**src/rtl/data_mem_pipe_if.sv**
```systemverilog
// Request/response/clear bundle for the pipelined data memory.
// The master drives requests and the clear pulse; the slave (memory) returns
// readiness, sweep status and responses.
interface data_mem_pipe_if #(
    parameter int DATA_W = 32,
    parameter int ADDR_W = 32
);
    logic                  req_valid;
    logic                  req_ready;
    logic                  req_write;
    logic [ADDR_W-1:0]     req_addr;
    logic [DATA_W-1:0]     req_wdata;
    logic [DATA_W/8-1:0]   req_be;
    logic                  mem_clear;
    logic                  clear_busy;
    logic                  rsp_valid;
    logic [DATA_W-1:0]     rsp_rdata;
    logic                  rsp_err;

    modport master (
        output req_valid, req_write, req_addr, req_wdata, req_be, mem_clear,
        input  req_ready, clear_busy, rsp_valid, rsp_rdata, rsp_err
    );

    modport slave (
        input  req_valid, req_write, req_addr, req_wdata, req_be, mem_clear,
        output req_ready, clear_busy, rsp_valid, rsp_rdata, rsp_err
    );
endinterface

```
**src/rtl/data_mem_pipe.sv**
```systemverilog
// Word-organised data memory with byte-enabled writes, a fixed-latency
// response pipeline (1 or 2 cycles) and a whole-array zero sweep.
// Memory contents are not touched by reset; only control state is.
module data_mem_pipe #(
    parameter int DATA_W = 32,
    parameter int DEPTH  = 64,
    parameter int ADDR_W = 32,
    parameter int RD_LAT = 1
) (
    input  logic           clk,
    input  logic           rst_n,
    data_mem_pipe_if.slave bus
);
    localparam int BE_W = DATA_W / 8;
    localparam int OFF  = $clog2(BE_W);
    localparam int AW   = $clog2(DEPTH);

    typedef enum logic {IDLE, CLEAR} state_t;

    state_t          state_q, state_d;
    logic [AW-1:0]   cnt_q, cnt_d;
    logic            ready;
    logic            busy;
    logic            clr_en;

    // Power-up image of the array; everything not listed starts at zero.
    logic [DATA_W-1:0] mem_q [DEPTH] = '{
        0: DATA_W'(0),  1: DATA_W'(32), 2: DATA_W'(40),
        3: DATA_W'(47), 4: DATA_W'(7),  5: DATA_W'(100),
        default: '0
    };

    logic            accept;
    logic            addr_err;
    logic            wr_en;
    logic [AW-1:0]   word_idx;

    logic                vld_p1_d, vld_p1_q;
    logic                err_p1_d, err_p1_q;
    logic [DATA_W-1:0]   rdata_p1_d, rdata_p1_q;

    logic                rsp_vld;
    logic                rsp_err_raw;
    logic [DATA_W-1:0]   rsp_data_raw;

    // Sweep FSM: next state, sweep counter and handshake/status outputs.
    always_comb begin
        state_d = state_q;
        cnt_d   = cnt_q;
        ready   = 1'b0;
        busy    = 1'b0;
        clr_en  = 1'b0;
        case (state_q)
            IDLE: begin
                ready = 1'b1;
                if (bus.mem_clear) begin
                    state_d = CLEAR;
                    cnt_d   = '0;
                end
            end
            CLEAR: begin
                busy   = 1'b1;
                clr_en = 1'b1;
                cnt_d  = cnt_q + AW'(1);
                if (cnt_q == AW'(DEPTH - 1)) begin
                    state_d = IDLE;
                end
            end
            default: state_d = IDLE;
        endcase
    end

    // Request decode and stage-1 capture; read data is sampled before any
    // write on the same edge, and writes/errors carry zero data.
    always_comb begin
        word_idx   = bus.req_addr[OFF +: AW];
        addr_err   = (bus.req_addr[OFF-1:0] != '0) ||
                     ((bus.req_addr >> (OFF + AW)) != '0);
        accept     = bus.req_valid && ready;
        wr_en      = accept && bus.req_write && !addr_err;
        vld_p1_d   = accept;
        err_p1_d   = addr_err;
        rdata_p1_d = (accept && !bus.req_write && !addr_err) ? mem_q[word_idx] : '0;
    end

    // Control state: FSM, sweep counter and the stage-1 valid.
    always_ff @(posedge clk or negedge rst_n) begin
        if (!rst_n) begin
            state_q  <= IDLE;
            cnt_q    <= '0;
            vld_p1_q <= 1'b0;
        end else begin
            state_q  <= state_d;
            cnt_q    <= cnt_d;
            vld_p1_q <= vld_p1_d;
        end
    end

    // Stage-1 payload; only meaningful while vld_p1_q is set.
    always_ff @(posedge clk) begin
        err_p1_q   <= err_p1_d;
        rdata_p1_q <= rdata_p1_d;
    end

    // Array update: the sweep and accepted requests never coincide.
    always_ff @(posedge clk) begin
        if (clr_en) begin
            mem_q[cnt_q] <= '0;
        end else if (wr_en) begin
            for (int b = 0; b < BE_W; b++) begin
                if (bus.req_be[b]) begin
                    mem_q[word_idx][8*b +: 8] <= bus.req_wdata[8*b +: 8];
                end
            end
        end
    end

    if (RD_LAT == 2) begin : g_lat2
        logic              vld_p2_q;
        logic              err_p2_q;
        logic [DATA_W-1:0] rdata_p2_q;

        // Stage-2 valid, cleared by reset so in-flight responses are dropped.
        always_ff @(posedge clk or negedge rst_n) begin
            if (!rst_n) begin
                vld_p2_q <= 1'b0;
            end else begin
                vld_p2_q <= vld_p1_q;
            end
        end

        // Stage-2 payload.
        always_ff @(posedge clk) begin
            err_p2_q   <= err_p1_q;
            rdata_p2_q <= rdata_p1_q;
        end

        assign rsp_vld      = vld_p2_q;
        assign rsp_err_raw  = err_p2_q;
        assign rsp_data_raw = rdata_p2_q;
    end else begin : g_lat1
        assign rsp_vld      = vld_p1_q;
        assign rsp_err_raw  = err_p1_q;
        assign rsp_data_raw = rdata_p1_q;
    end

    // Payload is masked by the valid so idle/reset outputs read as zero.
    assign bus.req_ready  = ready;
    assign bus.clear_busy = busy;
    assign bus.rsp_valid  = rsp_vld;
    assign bus.rsp_err    = rsp_vld & rsp_err_raw;
    assign bus.rsp_rdata  = rsp_vld ? rsp_data_raw : '0;

endmodule

```
**src/flat_wrapper.sv**
```systemverilog
// flat-port wrapper written by rule: the top's interface ports become plain ports
module data_mem_pipe_flat 
#(
    parameter int DATA_W = 32,
    parameter int DEPTH  = 64,
    parameter int ADDR_W = 32,
    parameter int RD_LAT = 1
)
  (clk, rst_n, bus_req_valid, bus_req_write, bus_req_addr, bus_req_wdata, bus_req_be, bus_mem_clear, bus_req_ready, bus_clear_busy, bus_rsp_valid, bus_rsp_rdata, bus_rsp_err);
  data_mem_pipe_if #(.DATA_W(DATA_W), .ADDR_W(ADDR_W)) bus_i ();
  input  logic clk;
  input  logic rst_n;
  input wire logic [$bits(bus_i.req_valid)-1:0] bus_req_valid;
  input wire logic [$bits(bus_i.req_write)-1:0] bus_req_write;
  input wire logic [$bits(bus_i.req_addr)-1:0] bus_req_addr;
  input wire logic [$bits(bus_i.req_wdata)-1:0] bus_req_wdata;
  input wire logic [$bits(bus_i.req_be)-1:0] bus_req_be;
  input wire logic [$bits(bus_i.mem_clear)-1:0] bus_mem_clear;
  output wire logic [$bits(bus_i.req_ready)-1:0] bus_req_ready;
  output wire logic [$bits(bus_i.clear_busy)-1:0] bus_clear_busy;
  output wire logic [$bits(bus_i.rsp_valid)-1:0] bus_rsp_valid;
  output wire logic [$bits(bus_i.rsp_rdata)-1:0] bus_rsp_rdata;
  output wire logic [$bits(bus_i.rsp_err)-1:0] bus_rsp_err;
  assign bus_i.req_valid = bus_req_valid;
  assign bus_i.req_write = bus_req_write;
  assign bus_i.req_addr = bus_req_addr;
  assign bus_i.req_wdata = bus_req_wdata;
  assign bus_i.req_be = bus_req_be;
  assign bus_i.mem_clear = bus_mem_clear;
  assign bus_req_ready = bus_i.req_ready;
  assign bus_clear_busy = bus_i.clear_busy;
  assign bus_rsp_valid = bus_i.rsp_valid;
  assign bus_rsp_rdata = bus_i.rsp_rdata;
  assign bus_rsp_err = bus_i.rsp_err;
  data_mem_pipe #(.DATA_W(DATA_W), .DEPTH(DEPTH), .ADDR_W(ADDR_W), .RD_LAT(RD_LAT)) u_core (.clk(clk), .rst_n(rst_n), .bus(bus_i));
endmodule
```
**config.mk**
```make
export PLATFORM = sky130hd
export DESIGN_NAME = data_mem_pipe_flat
export DESIGN_NICKNAME = d
export VERILOG_FILES = /design/src/rtl/data_mem_pipe_if.sv /design/src/rtl/data_mem_pipe.sv /design/src/flat_wrapper.sv
export SDC_FILE = /design/constraint.sdc
export NUM_CORES = 2
export LEC_CHECK = 0
export BUFFER_PORTS_ARGS = -buffer_cell sky130_fd_sc_hd__buf_2
export CAP_MARGIN = 30
export CORE_MARGIN = 4
export CORE_UTILIZATION = 60
export DETAILED_ROUTE_END_ITERATION = 10
export GPL_TIMING_DRIVEN = 0
export HOLD_SLACK_MARGIN = 0.03
export PLACE_DENSITY = 0.72
export SYNTH_ARGS = -nofsm -noshare
export SYNTH_HDL_FRONTEND = slang
export SYNTH_SLANG_ARGS = --single-unit
export TNS_END_PERCENT = 10
```
**constraint.sdc**
```tcl
create_clock -name clk -period 4 [get_ports clk]
set_input_delay 0.6 -clock clk [delete_from_list [all_inputs] [get_ports clk]]
set_output_delay 0.6 -clock clk [all_outputs]
set_load 0.005 [all_outputs]
```
==> impl_metrics.tcl <==
set metrics [dict create \
    clk_pin_slew_worst_paths_ns 0.06 \
    hold_viol 0 \
    netlist-cell-type-count 62 \
    ir_drop_mv 0.4480 \
    p_int_uw 36550 \
    outcome "finished with violations" \
    dieArea_sq_mm 0.1429 \
    cp.required_ns 4.54 \
    cp-end-kind "flop" \
    violations "negative setup slack" \
    h-tree-depth 4 \
    tightest_slew_ns 1.225 \
    cts_buffer_depth 3 \
    r2r_cells 9 \
    swShare_pct 27.77 \
    fmax_ghz 0.2322 \
    crit_path_max_fanout 10 \
    r2r-end "u_core.mem_q[24][14]$_DFFE_PP_" \
    hp-class "primary input to flop" \
    r2r_start "u_core.state_q$_DFF_PN0_" \
    crit_slowest_cell "nor4_2" \
    finalMaxSlewViolations 0 \
    endpoint "u_core.mem_q[24][14]$_DFFE_PP_" \
    grt_pass1_vias 46030 \
    core_sq_mm 0.1358 \
    wl_um 276300 \
    grt_pass1_wl_um 372200 \
    comb_power_share_pct 14.7 \
    viasPerCell 7.414 \
    clock_sinks 2089 \
    track_usage_pct 39.00 \
    clkPwrFrac_pct 36.1 \
    crit_chain "inv_2 -> nand2_1 -> or4_1 -> buf_6 -> buf_6 -> mux2i_4 -> buf_4 -> nor4_2 -> buf_4" \
    die_w_um 378.0 \
    clkLatencyLatePin_ns 0.88 \
    final_common_cell "edfxtp_1" \
    grt_antenna_before_repair 20 \
    initial_core_util_pct 60.49 \
    slew_headroom_pct 18.33 \
    grt_max_degree 62 \
    drt_iter0_markers 9184 \
    setup_violations 840 \
    r2r_slack_ns -0.31 \
    dp_hpwl_um 193400 \
    slowest_delay_ns 0.88 \
    drt-pass1-iter-count 8 \
    seq_area_frac_synth_pct 75.91 \
    path_delay_family "simple AND/OR/NAND/NOR gates" \
    maxCapViolCount 0 \
    regArea_sq_mm 0.06236 \
    area_growth_pct 16.90 \
    numCtsBuffers 199 \
    vias 47920 \
    nNetsFinal 4575 \
    ant_nets 0 \
    cts_tree "done" \
    cp.depth 9 \
    synth_area_sq_mm 0.08215 \
    start_kind "flop" \
    grt_overflow_total 0 \
    power_density_mw_per_mm2 526.9 \
    finClkSkew_ns 0.06367 \
    crit_arrival_ns 4.84 \
    syn_inst 3877 \
    multi_input_area_sq_mm 0.01988 \
    avgSynthCellArea_sq_um 21.19 \
    setup_ws_ns -0.3066 \
    drc 0 \
    wire_per_inst_um 42.75 \
    share_seq_of_total_power_pct 49.2 \
    layout_common_cells "edfxtp_1, mux4_2, buf_2" \
    nFillCells 8064 \
    ios 109 \
    power_leakage_uw 0.03397 \
    die_y_um 378.0 \
    synth-main-ff-cell "edfxtp_1" \
    synth_nets 3951 \
    root_buffer "clkbuf_16" \
    worstSetupPathType "flop to flop" \
    drive_gt1_share_pct 35.62 \
    fin_crit_sh_pct 107.7 \
    p_sw_uw 14050 \
    startpoint "u_core.state_q$_DFF_PN0_" \
    synth-async-reset-ratio_pct 0.3830 \
    hold_start "bus_mem_clear" \
    yosys_warnings 0 \
    critPathBufInv 5 \
    globalplace.congestion 1.030 \
    place_ws_ns -1.319 \
    port-buffer-count 105 \
    synth_edf_count 2048 \
    ys_ff_latch 2089 \
    post-route-util_pct 70.72 \
    rows 135 \
    period_needed_ns 4.307 \
    rsz0062_at_grt "yes" \
]
## cell usage after synthesis (4+ instances only)
cell,instances,area share (%)
nand3_1,14,0.085
nor2b_1,13,0.099
mux4_2,505,14
nor4_2,16,0.24
o21ai_0,12,0.073
nor2_1,55,0.25
clkbuf_1,117,0.53
o311ai_0,4,0.043
nand2_1,80,0.37
buf_1,24,0.11
a32oi_1,8,0.085
o221ai_1,10,0.11
a211oi_1,20,0.18
dfxtp_1,33,0.80
o32ai_1,15,0.16
inv_1,23,0.11
a22oi_1,98,0.90
a311oi_1,13,0.14
and2_1,70,0.53
mux2i_4,9,0.25
mux2i_1,159,1.9
nor4_1,118,0.90
buf_2,101,0.62
buf_6,6,0.082
edfxtp_1,2048,75
nor3_1,131,0.80
nor4_4,5,0.13
buf_4,38,0.35
dfrtp_1,8,0.24
o22ai_1,7,0.053
a21oi_1,54,0.33
mux2_2,20,0.27
## cell families after synthesis
logic type,after synthesis,synth area share [%]
and+or+nand+nor,522,3.599
adders and majority gates,1,0.01523
AOI/OAI and AO/OA,259,2.342
xor gates and xnor gates,1,0.01066
muxes,694,16.32
buffers and inverters,311,1.803
DFF,2089,75.91
## power groups by stage
stage,logic [uW],registers (uW),clock network (uW)
after floorplan,3080,25300,0
after global placement,5650,25400,0
after detailed placement,6620,25400,0
after CTS,6740,24900,18200
after global routing,7310,24900,19200
final,7420,24900,18300
## state kept, by name (all words and copies together) (netlist names)
register              flops
u_core.cnt_q              6
u_core.mem_q           2048
u_core.state_q            1
u_core.err_p1_q           1
u_core.bus.rsp_valid      1
u_core.rdata_p1_q        32
## worst min-delay path by stage
stage,end,slack [ns],cells after the start
finish,u_core.cnt_q[1]$_DFFE_PN0P_,0.15,2
CTS,u_core.cnt_q[1]$_DFFE_PN0P_,0.12,2
global placement,u_core.cnt_q[2]$_DFFE_PN0P_,0.51,1
floorplan,u_core.bus.rsp_valid$_DFF_PN0_,0.30,0
global route,u_core.cnt_q[1]$_DFFE_PN0P_,0.17,2
detailed placement,u_core.cnt_q[2]$_DFFE_PN0P_,0.51,1
## area by class of cell
type	instances	area share, %
sequential	2089	64.93
multi-input combinational	1477	20.70
clock buffer	268	5.519
timing repair buffer	423	3.966
tap	1781	2.320
buffer	286	1.487
clock inverter	103	0.9511
inverter	25	0.09771
antenna	12	0.03127
## repair_timing
item / in CTS / in global routing
setup endpoints to repair: 441 / 522
gates resized for setup: 21 / 77
endpoints found under the hold margin: 8 / 0
pin swaps: 2 / 5
hold buffers: 1 / 0
buffers inserted: 4 / 5
## metrics by stage
step                      std cells  instance area, sq um   TNS, ns  hold WS (ns)  power (uW)
after detailed placement       6068                 89130   -710.69        0.5074       31980
final                          6464                 96040    -86.40        0.1546       50610
after floorplan                3877                 82150         0        0.3044       28380
after CTS                      6444                 95500   -0.6989        0.1211       49850
after global placement         5763                 84910  -5489.85        0.5141       31030
after global routing           6455                 96010    -24.16        0.1705       51460
## per-layer routing
metal  share of wire, %  track usage (%)  vias up
met4                8.0            24.91       16
met1                 32            49.86    24360
met5              0.077           0.5832        -
li1                   -                -    17620
met3                 17            17.39     1128
met2                 43            54.76     4801
No activity file was read; power rests on OpenSTA's default activity.
